## src/rtl/riscv_pkg.sv

```systemverilog
// Shared RISC-V front-end definitions: opcode constants used by the fetch
// stage and the immediate generator, the canonical NOP and fetch FSM states.
package riscv_pkg;

  localparam logic [6:0] OPC_LOAD   = 7'b000_0011;
  localparam logic [6:0] OPC_OP_IMM = 7'b001_0011;
  localparam logic [6:0] OPC_AUIPC  = 7'b001_0111;
  localparam logic [6:0] OPC_STORE  = 7'b010_0011;
  localparam logic [6:0] OPC_OP     = 7'b011_0011;
  localparam logic [6:0] OPC_LUI    = 7'b011_0111;
  localparam logic [6:0] OPC_BRANCH = 7'b110_0011;
  localparam logic [6:0] OPC_JALR   = 7'b110_0111;
  localparam logic [6:0] OPC_JAL    = 7'b110_1111;

  // addi x0, x0, 0
  localparam logic [31:0] NOP_INST = 32'h0000_0013;

  typedef enum logic {
    REQ  = 1'b0,
    WAIT = 1'b1
  } fetch_state_t;

endpackage

```

## src/rtl/fetch_buffer.sv

```systemverilog
// Two-entry {inst, pc} buffer: the head is the output slot seen by decode,
// the second entry is the skid that catches a response arriving while decode
// is stalled. Flush empties both entries.
module fetch_buffer
  import riscv_pkg::*;
#(
  parameter logic [31:0] RESET_PC = 32'h0000_0000
) (
  input  logic        clk,
  input  logic        rst,
  input  logic        flush,
  input  logic        push,
  input  logic [31:0] push_inst,
  input  logic [31:0] push_pc,
  input  logic        pop,
  output logic        head_valid,
  output logic [31:0] head_inst,
  output logic [31:0] head_pc,
  output logic        skid_valid
);

  logic        head_valid_q, head_valid_d;
  logic [31:0] head_inst_q,  head_inst_d;
  logic [31:0] head_pc_q,    head_pc_d;
  logic        skid_valid_q, skid_valid_d;
  logic [31:0] skid_inst_q,  skid_inst_d;
  logic [31:0] skid_pc_q,    skid_pc_d;

  // Next-state of both entries: flush wins, then pop/push ordering.
  always_comb begin
    head_valid_d = head_valid_q;
    head_inst_d  = head_inst_q;
    head_pc_d    = head_pc_q;
    skid_valid_d = skid_valid_q;
    skid_inst_d  = skid_inst_q;
    skid_pc_d    = skid_pc_q;
    if (flush) begin
      head_valid_d = 1'b0;
      skid_valid_d = 1'b0;
    end else if (pop && head_valid_q) begin
      if (skid_valid_q) begin
        head_valid_d = 1'b1;
        head_inst_d  = skid_inst_q;
        head_pc_d    = skid_pc_q;
        skid_valid_d = push;
        if (push) begin
          skid_inst_d = push_inst;
          skid_pc_d   = push_pc;
        end
      end else if (push) begin
        head_valid_d = 1'b1;
        head_inst_d  = push_inst;
        head_pc_d    = push_pc;
      end else begin
        head_valid_d = 1'b0;
      end
    end else if (push) begin
      if (!head_valid_q) begin
        head_valid_d = 1'b1;
        head_inst_d  = push_inst;
        head_pc_d    = push_pc;
      end else if (!skid_valid_q) begin
        skid_valid_d = 1'b1;
        skid_inst_d  = push_inst;
        skid_pc_d    = push_pc;
      end
      // Both full cannot take a push: fetch never requests with the skid full.
    end
  end

  // Entry registers with synchronous reset.
  always_ff @(posedge clk) begin
    if (rst) begin
      head_valid_q <= 1'b0;
      head_inst_q  <= NOP_INST;
      head_pc_q    <= RESET_PC;
      skid_valid_q <= 1'b0;
      skid_inst_q  <= NOP_INST;
      skid_pc_q    <= RESET_PC;
    end else begin
      head_valid_q <= head_valid_d;
      head_inst_q  <= head_inst_d;
      head_pc_q    <= head_pc_d;
      skid_valid_q <= skid_valid_d;
      skid_inst_q  <= skid_inst_d;
      skid_pc_q    <= skid_pc_d;
    end
  end

  assign head_valid = head_valid_q;
  assign head_inst  = head_inst_q;
  assign head_pc    = head_pc_q;
  assign skid_valid = skid_valid_q;

endmodule

```

## src/rtl/inst_fetch.sv

```systemverilog
// Instruction fetch stage with one outstanding memory request.
// Handshakes: a memory request transfers in a cycle where imem_req && imem_ready;
// imem_req is not held once accepted. imem_rvalid returns the single
// outstanding response one or more cycles later. Decode consumes the output
// in a cycle where inst_valid && !stall; while stalled, inst/pc stay stable.
// A redirect flushes buffered instructions; a response still in flight at that
// point is marked killed and dropped when it returns, before the redirect
// target is requested.
module inst_fetch
  import riscv_pkg::*;
#(
  parameter logic [31:0] RESET_PC = 32'h0000_0000,
  parameter logic [31:0] NOP_INST = riscv_pkg::NOP_INST
) (
  input  logic        clk,
  input  logic        rst,
  input  logic        stall,
  input  logic        redirect_valid,
  input  logic [31:0] redirect_pc,
  output logic        imem_req,
  output logic [31:0] imem_addr,
  input  logic        imem_ready,
  input  logic        imem_rvalid,
  input  logic [31:0] imem_rdata,
  output logic        inst_valid,
  output logic [31:0] inst,
  output logic [31:0] pc,
  output logic [31:0] pc_plus4
);

  fetch_state_t state_q, state_d;
  logic [31:0]  fetch_pc_q, fetch_pc_d;
  logic         kill_q, kill_d;

  logic         buf_valid;
  logic [31:0]  buf_inst;
  logic [31:0]  buf_pc;
  logic         skid_full;
  logic         accept;
  logic         pop;
  logic         push;
  logic         unused_redirect_lsbs;

  // Target bits [1:0] are ignored; redirects are always word aligned.
  assign unused_redirect_lsbs = ^redirect_pc[1:0];

  // Request only in REQ, with room for the response and no killed response pending.
  assign imem_req  = !rst && (state_q == REQ) && !skid_full && !kill_q;
  assign imem_addr = fetch_pc_q;
  assign accept    = imem_req && imem_ready;

  // A live response lands only in WAIT, never in a redirect cycle.
  assign push = imem_rvalid && (state_q == WAIT) && !kill_q && !redirect_valid;
  assign pop  = buf_valid && !stall && !redirect_valid;

  // Fetch FSM next state, fetch address and kill flag; redirect has priority.
  always_comb begin
    state_d    = state_q;
    fetch_pc_d = fetch_pc_q;
    kill_d     = kill_q;
    if (redirect_valid) begin
      state_d    = REQ;
      fetch_pc_d = {redirect_pc[31:2], 2'b00};
      kill_d     = (((state_q == WAIT) || kill_q) && !imem_rvalid) || accept;
    end else begin
      if (kill_q && imem_rvalid) begin
        kill_d = 1'b0;
      end
      case (state_q)
        REQ: begin
          if (accept) begin
            state_d    = WAIT;
            fetch_pc_d = fetch_pc_q + 32'd4;
          end
        end
        WAIT: begin
          if (imem_rvalid) begin
            state_d = REQ;
          end
        end
        default: state_d = REQ;
      endcase
    end
  end

  // FSM, fetch address and kill flag registers.
  always_ff @(posedge clk) begin
    if (rst) begin
      state_q    <= REQ;
      fetch_pc_q <= RESET_PC;
      kill_q     <= 1'b0;
    end else begin
      state_q    <= state_d;
      fetch_pc_q <= fetch_pc_d;
      kill_q     <= kill_d;
    end
  end

  fetch_buffer #(
    .RESET_PC (RESET_PC)
  ) u_fetch_buffer (
    .clk        (clk),
    .rst        (rst),
    .flush      (redirect_valid),
    .push       (push),
    .push_inst  (imem_rdata),
    .push_pc    (fetch_pc_q - 32'd4),
    .pop        (pop),
    .head_valid (buf_valid),
    .head_inst  (buf_inst),
    .head_pc    (buf_pc),
    .skid_valid (skid_full)
  );

  assign inst_valid = buf_valid;
  assign inst       = buf_valid ? buf_inst : NOP_INST;
  assign pc         = buf_pc;
  assign pc_plus4   = buf_pc + 32'd4;

endmodule
```

## config.mk

```make
export PLATFORM = sky130hd
export DESIGN_NAME = inst_fetch
export DESIGN_NICKNAME = d
export VERILOG_FILES = /design/src/rtl/riscv_pkg.sv /design/src/rtl/fetch_buffer.sv /design/src/rtl/inst_fetch.sv
export SDC_FILE = /design/constraint.sdc
export NUM_CORES = 1
export LEC_CHECK = 0
export ABC_AREA = 1
export CAP_MARGIN = 20
export CELL_PAD_IN_SITES_DETAIL_PLACEMENT = 1
export CELL_PAD_IN_SITES_GLOBAL_PLACEMENT = 1
export CORE_MARGIN = 2
export CORE_UTILIZATION = 25
export CTS_CLUSTER_SIZE = 8
export DETAILED_ROUTE_END_ITERATION = 16
export GPL_TIMING_DRIVEN = 0
export PLACE_DENSITY = 0.58
export SETUP_SLACK_MARGIN = 0.15
export SYNTH_ARGS = -nofsm -noshare
export SYNTH_HDL_FRONTEND = slang
export SYNTH_HIERARCHICAL = 1
export SYNTH_SLANG_ARGS = --single-unit
```

## constraint.sdc

```tcl
create_clock -name clk -period 1.8 [get_ports clk]
set_input_delay 0.27 -clock clk [delete_from_list [all_inputs] [get_ports clk]]
set_output_delay 0.27 -clock clk [all_outputs]
set_load 0.005 [all_outputs]
```

* Word-level counts from Yosys, hierarchy flattened *
Cells that the tools add are included.

operators by class
  add/subtract/negate cells = 3
  equality and inequality tests = 5
  multiplexer cells = 37
  bitwise operators = 2
  reduce and logical (&&, ||, !) cells = 31

operators with widths
  operator                                               number
  two-way mux 32 bit                                     24
  adder 32 x 3 -> 32 bit, second input constant          2
  subtractor 32 x 3 -> 32 bit, second input constant     1
  logical AND 1 bit                                      12
  two-way mux 1 bit                                      12
  nonzero test 2 bit                                     5
  zero test 1 bit                                        6
  inequality test 2 bit, second input constant           3
  AND reduction 2 bit                                    3
  AND reduction 6 bit                                    1
  inequality test 2 x 1 -> 1 bit, second input constant  2
  AND reduction 4 bit                                    1
  logical OR 1 bit                                       2
  NOT 1 bit                                              2
  one-hot mux 1 bit (2 select lines)                     1
  OR reduction 2 bit                                     1

storage, ports and cells
  register bits after elaboration = 164
  input port bits = 70
  output and inout port bits = 130
  logic and storage cells = 88

* Depth between registers and ports, before layout *
  word-level depth = 8
  mapped depth = 14
  depth with buffers taken out = 13

* Modules after synthesis *
The synthesis kept the hierarchy.

modules (own cells, without submodules)
  module        instances  cells each  area an instance (µm²)  seq. area each (µm²)
  fetch_buffer  1          857         5,761.8                 2,602.5
  inst_fetch    1          708         3,931.3                 640.6

* Worst setup path before layout *
OpenSTA, ideal clock, no wires.

  kind = input to register
  from = input redirect_valid
  to = register u_fetch_buffer.skid_inst_q[27]
  setup time = 0.113 ns
  arrival = 1.830 ns
  required time = 1.687 ns
  path slack = -0.143 ns
  stages on the path = 12
  path buffers = 4
  path through = buf_2 -> buf_1 -> nor3_1 -> nand2_1 -> nand2_1 -> nand2_2 -> nor2_1 -> buf_2 -> buf_4 -> nand3_1 -> nand2_1 -> nor2_1

on the way
  word-level cells in the longest chain between the ends = 5
  elaborated cells between the ends (all ways) = 12
  classes of those cells = 3 x eq/ne; 1 x mux; 1 x bitwise; 7 x reduce/logical

RTL lines
  what                                                              line                RTL
  from (decl)                                                       inst_fetch.sv:18    input logic redirect_valid,
  zero test 1 bit (*)                                               inst_fetch.sv:54    assign pop = buf_valid && !stall && !redirect_valid;
  logical AND 1 bit (*)                                             inst_fetch.sv:54
  named net pop                                                     inst_fetch.sv:40    logic pop;
  logical AND 1 bit (*)                                             fetch_buffer.sv:40  end else if (pop && head_valid_q) begin
  inequality test 2 x 1 -> 1 bit (no line) (tied with other cells)  --
  AND reduction 6 bit (no line)                                     --
  to (signal assigned)                                              fetch_buffer.sv:85  skid_inst_q <= skid_inst_d;
  to (decl)                                                         fetch_buffer.sv:26  logic [31:0] skid_inst_q, skid_inst_d;

The timed path passes the listed nets; every way through them passes the cells marked *.
A chain may end at the register's enable or synchronous reset.

* Worst setup path after layout *
  from = register u_fetch_buffer.head_pc_q[8], in the netlist u_fetch_buffer/head_pc[8]
  to = output pc_plus4[24]

on the way
  word-level cells in the longest chain between the ends = 1

RTL lines
  what                    line                RTL
  from (decl)             fetch_buffer.sv:24  logic [31:0] head_pc_q, head_pc_d;
  from (signal assigned)  fetch_buffer.sv:83  head_pc_q <= head_pc_d;
  adder 32 x 3 -> 32 bit  inst_fetch.sv:118   assign pc_plus4 = buf_pc + 32'd4;
  to (decl)               inst_fetch.sv:28    output logic [31:0] pc_plus4

No other way between the ends.

==> metrics <==
unrepaired setup endpoints after global routing true; #FFs+latches synth between 150 and 200; Layout Skew 0.0151 ns; FMAX 457 MHz; PwrDens 482 nW/um2; max_cap viols 0; Slew @ Worst Pin 0.837 ns; layout cells sized above 1 0.479; commonest non-fill, non-tap cell in the layout nand2_1; wire length on met1 21.7 mm; Synth Flop Type dfxtp_1; register area share after synthesis 0.335; overall die width 201 um; Core Region approximately 38000 um2; DRT Wirelength ~50 mm; TritonCTS Buffers 17; Post-synth EDFFs 0; Final Hold Viols 0; CP arrival 1.92 ns; met2 WL 25.4 mm; yosys warns 6; largest area contributor in the netlist dfxtp_1; DRT Pass-1 Iters 5; worst-case hold slack 0.288 ns; num rows around 70; Routed Antenna Nets 0; initial antenna violation count 3; Finished Cell Area approximately 19000 um2; mapped cell area roughly 9700 um2; GPL Wtd Cong between 0.8 and 0.9; Top Metal Used met4; final setup vio count 180; Syn Area/Cell slightly above 6 um2; slew margin rel. 0.442; Final min period about 2.2 ns; worst-path fanout max 5; placed cell area 12400 um2; wire length per cell 19.4 um; Power Total 9.12 mW; Setup CP Type flip-flop to output pin; vias around 12000; die height 201 um; Post-Route Utilization 0.492; failing checks negative setup slack; via count of the first global-routing pass 12400; Area growth syn-to-layout 95.2%; CTS tree done; worst-case clock buffer depth 2; global route total overflow 0; peak supply drop 626 uV; top cells by area, synth dfxtp_1, nand2_1, nor2_1; post-synth cell types 39; DP HPWL 28.9 mm; CTS Root Cell clkbuf_16; share of the synthesized area in the top cell type 0.335; asr flop ratio synth 0; Nets 2130; HP Class primary input to flip-flop; total track usage 0.226; clock latency on the worst-skew pair 0.44 ns; DRC errors left 0; worst endpoint required time 1.53 ns; vias per cell between 4 and 5; Syn Inst Count roughly 1600; setup_tns -37.40 ns; largest net degree at the start of global routing 17; status finished with violations; Die Area 40400 um2; max-slew violation count 0; Clock transition at path regs 0.07 ns; worst setup margin -0.386 ns; most frequent cells in the layout nand2_1, nor2_1, buf_4, inv_1, nor2_4; Leak 8.94 nW; first-pass GRT wire length 71.2 mm; H-tree depth 4; Initial Utilization 0.252; CP endpoint kind output pin; fin crit share 1.21; # IOs 200; 1st-iter DRT viols roughly 490; total clock sinks 162; DR WL met3 1.59 mm; port bufs ~200; Worst setup SP type flip-flop
metal layers:
layer | vias to the layer above | GRT usage
met5 | - | 0
met2 | 277 | 0.393
met1 | 5956 | 0.294
met4 | 0 | 0.0635
met3 | 80 | 0.0252
li1 | 5888 | -
final cells by class:
type	count	area (um2)
Fill cell	4606	19500
Multi-Input combinational cell	1145	7590
Timing Repair Buffer	469	4930
Sequential cell	162	3450
Buffer	83	942
Inverter	177	708
Tap cell	518	648
Clock buffer	19	443
Clock inverter	12	171
Timing Repair inverter	2	32.5
Antenna cell	3	7.51
final timing paths:
kind                                               from                                     endpoint  slack [ns]  cells past startpoint
max              u_fetch_buffer/head_pc[8]$_SDFFE_PP0P_                                 pc_plus4[24]       -0.39                      8
min                                      redirect_valid       u_fetch_buffer/head_valid$_SDFFE_PP0N_        0.29                      4
max reg2reg                          state_q$_SDFF_PP0_  u_fetch_buffer/skid_inst_q[16]$_SDFFE_PP0P_       -0.32                     12
min reg2reg  u_fetch_buffer/skid_inst_q[9]$_SDFFE_PP0P_   u_fetch_buffer/skid_inst_q[9]$_SDFFE_PP0P_        0.48                      2
repair_timing:
action / 4_1_cts / 5_1_grt
cloned: 34 / 1
endpoints found under the hold margin: 0 / 0
endpoints found under the setup margin: 273 / 228
buffers inserted: 174 / 67
pin swaps: 191 / 138
resized for setup: 977 / 376
hold buffers: 0 / 0
metrics by stage:
stage	setup slack [ns]	std cells
2_1_floorplan	0.148	1568
3_3_place_gp	-1.12	2281
3_5_place_dp	-1.16	2281
4_1_cts	-0.371	2519
5_1_grt	-0.484	2590
6_report	-0.386	2590
power breakdown:
part           internal [mW]  total, mW  switching (mW)
clock                   2.26       3.98            1.73
combinational          0.629       1.48           0.856
sequential              3.57       3.65          0.0779
total                   6.46       9.12            2.66
cell families after synthesis:
| kind of cell | synth area share |
|---|---|
| simple gates | 0.389 |
| buf+inv | 0.123 |
| compound gates | 0.0998 |
| flops | 0.335 |
| xor+xnor | 0.0497 |
| fa+ha+maj | 0.00387 |
| other cells | 0.000387 |
cells in the mapped netlist (12+ instances only):
library cell	count
o21ai_0	125
buf_4	23
nand2_1	355
nand4_1	12
nor2_1	344
buf_6	13
xnor2_1	15
buf_2	14
o21ai_1	31
clkbuf_1	25
nand3_1	120
inv_1	174
dfxtp_1	162
a21oi_1	19
xor2_1	40
nor3_1	14
flip-flops by register name (all words and copies together) (netlist names):
| register | cells |
|---|---|
| imem_addr | 30 |
| kill_q | 1 |
| state_q | 1 |
| u_fetch_buffer/head_inst | 32 |
| u_fetch_buffer/head_pc | 32 |
| u_fetch_buffer/head_valid | 1 |
| u_fetch_buffer/skid_inst_q | 32 |
| u_fetch_buffer/skid_pc_q | 32 |
| u_fetch_buffer/skid_valid | 1 |
worst max-delay path, stage by stage (launching register included):
cell,delay [ns]
dfxtp_4,0.38
nand2_2,0.08
nor2_4,0.22
nand2_8,0.10
nor3b_4,0.20
buf_4,0.15
nand2_4,0.06
xnor2_2,0.16
buf_2,0.14
Note: power is estimated with default switching activity, not from simulation.
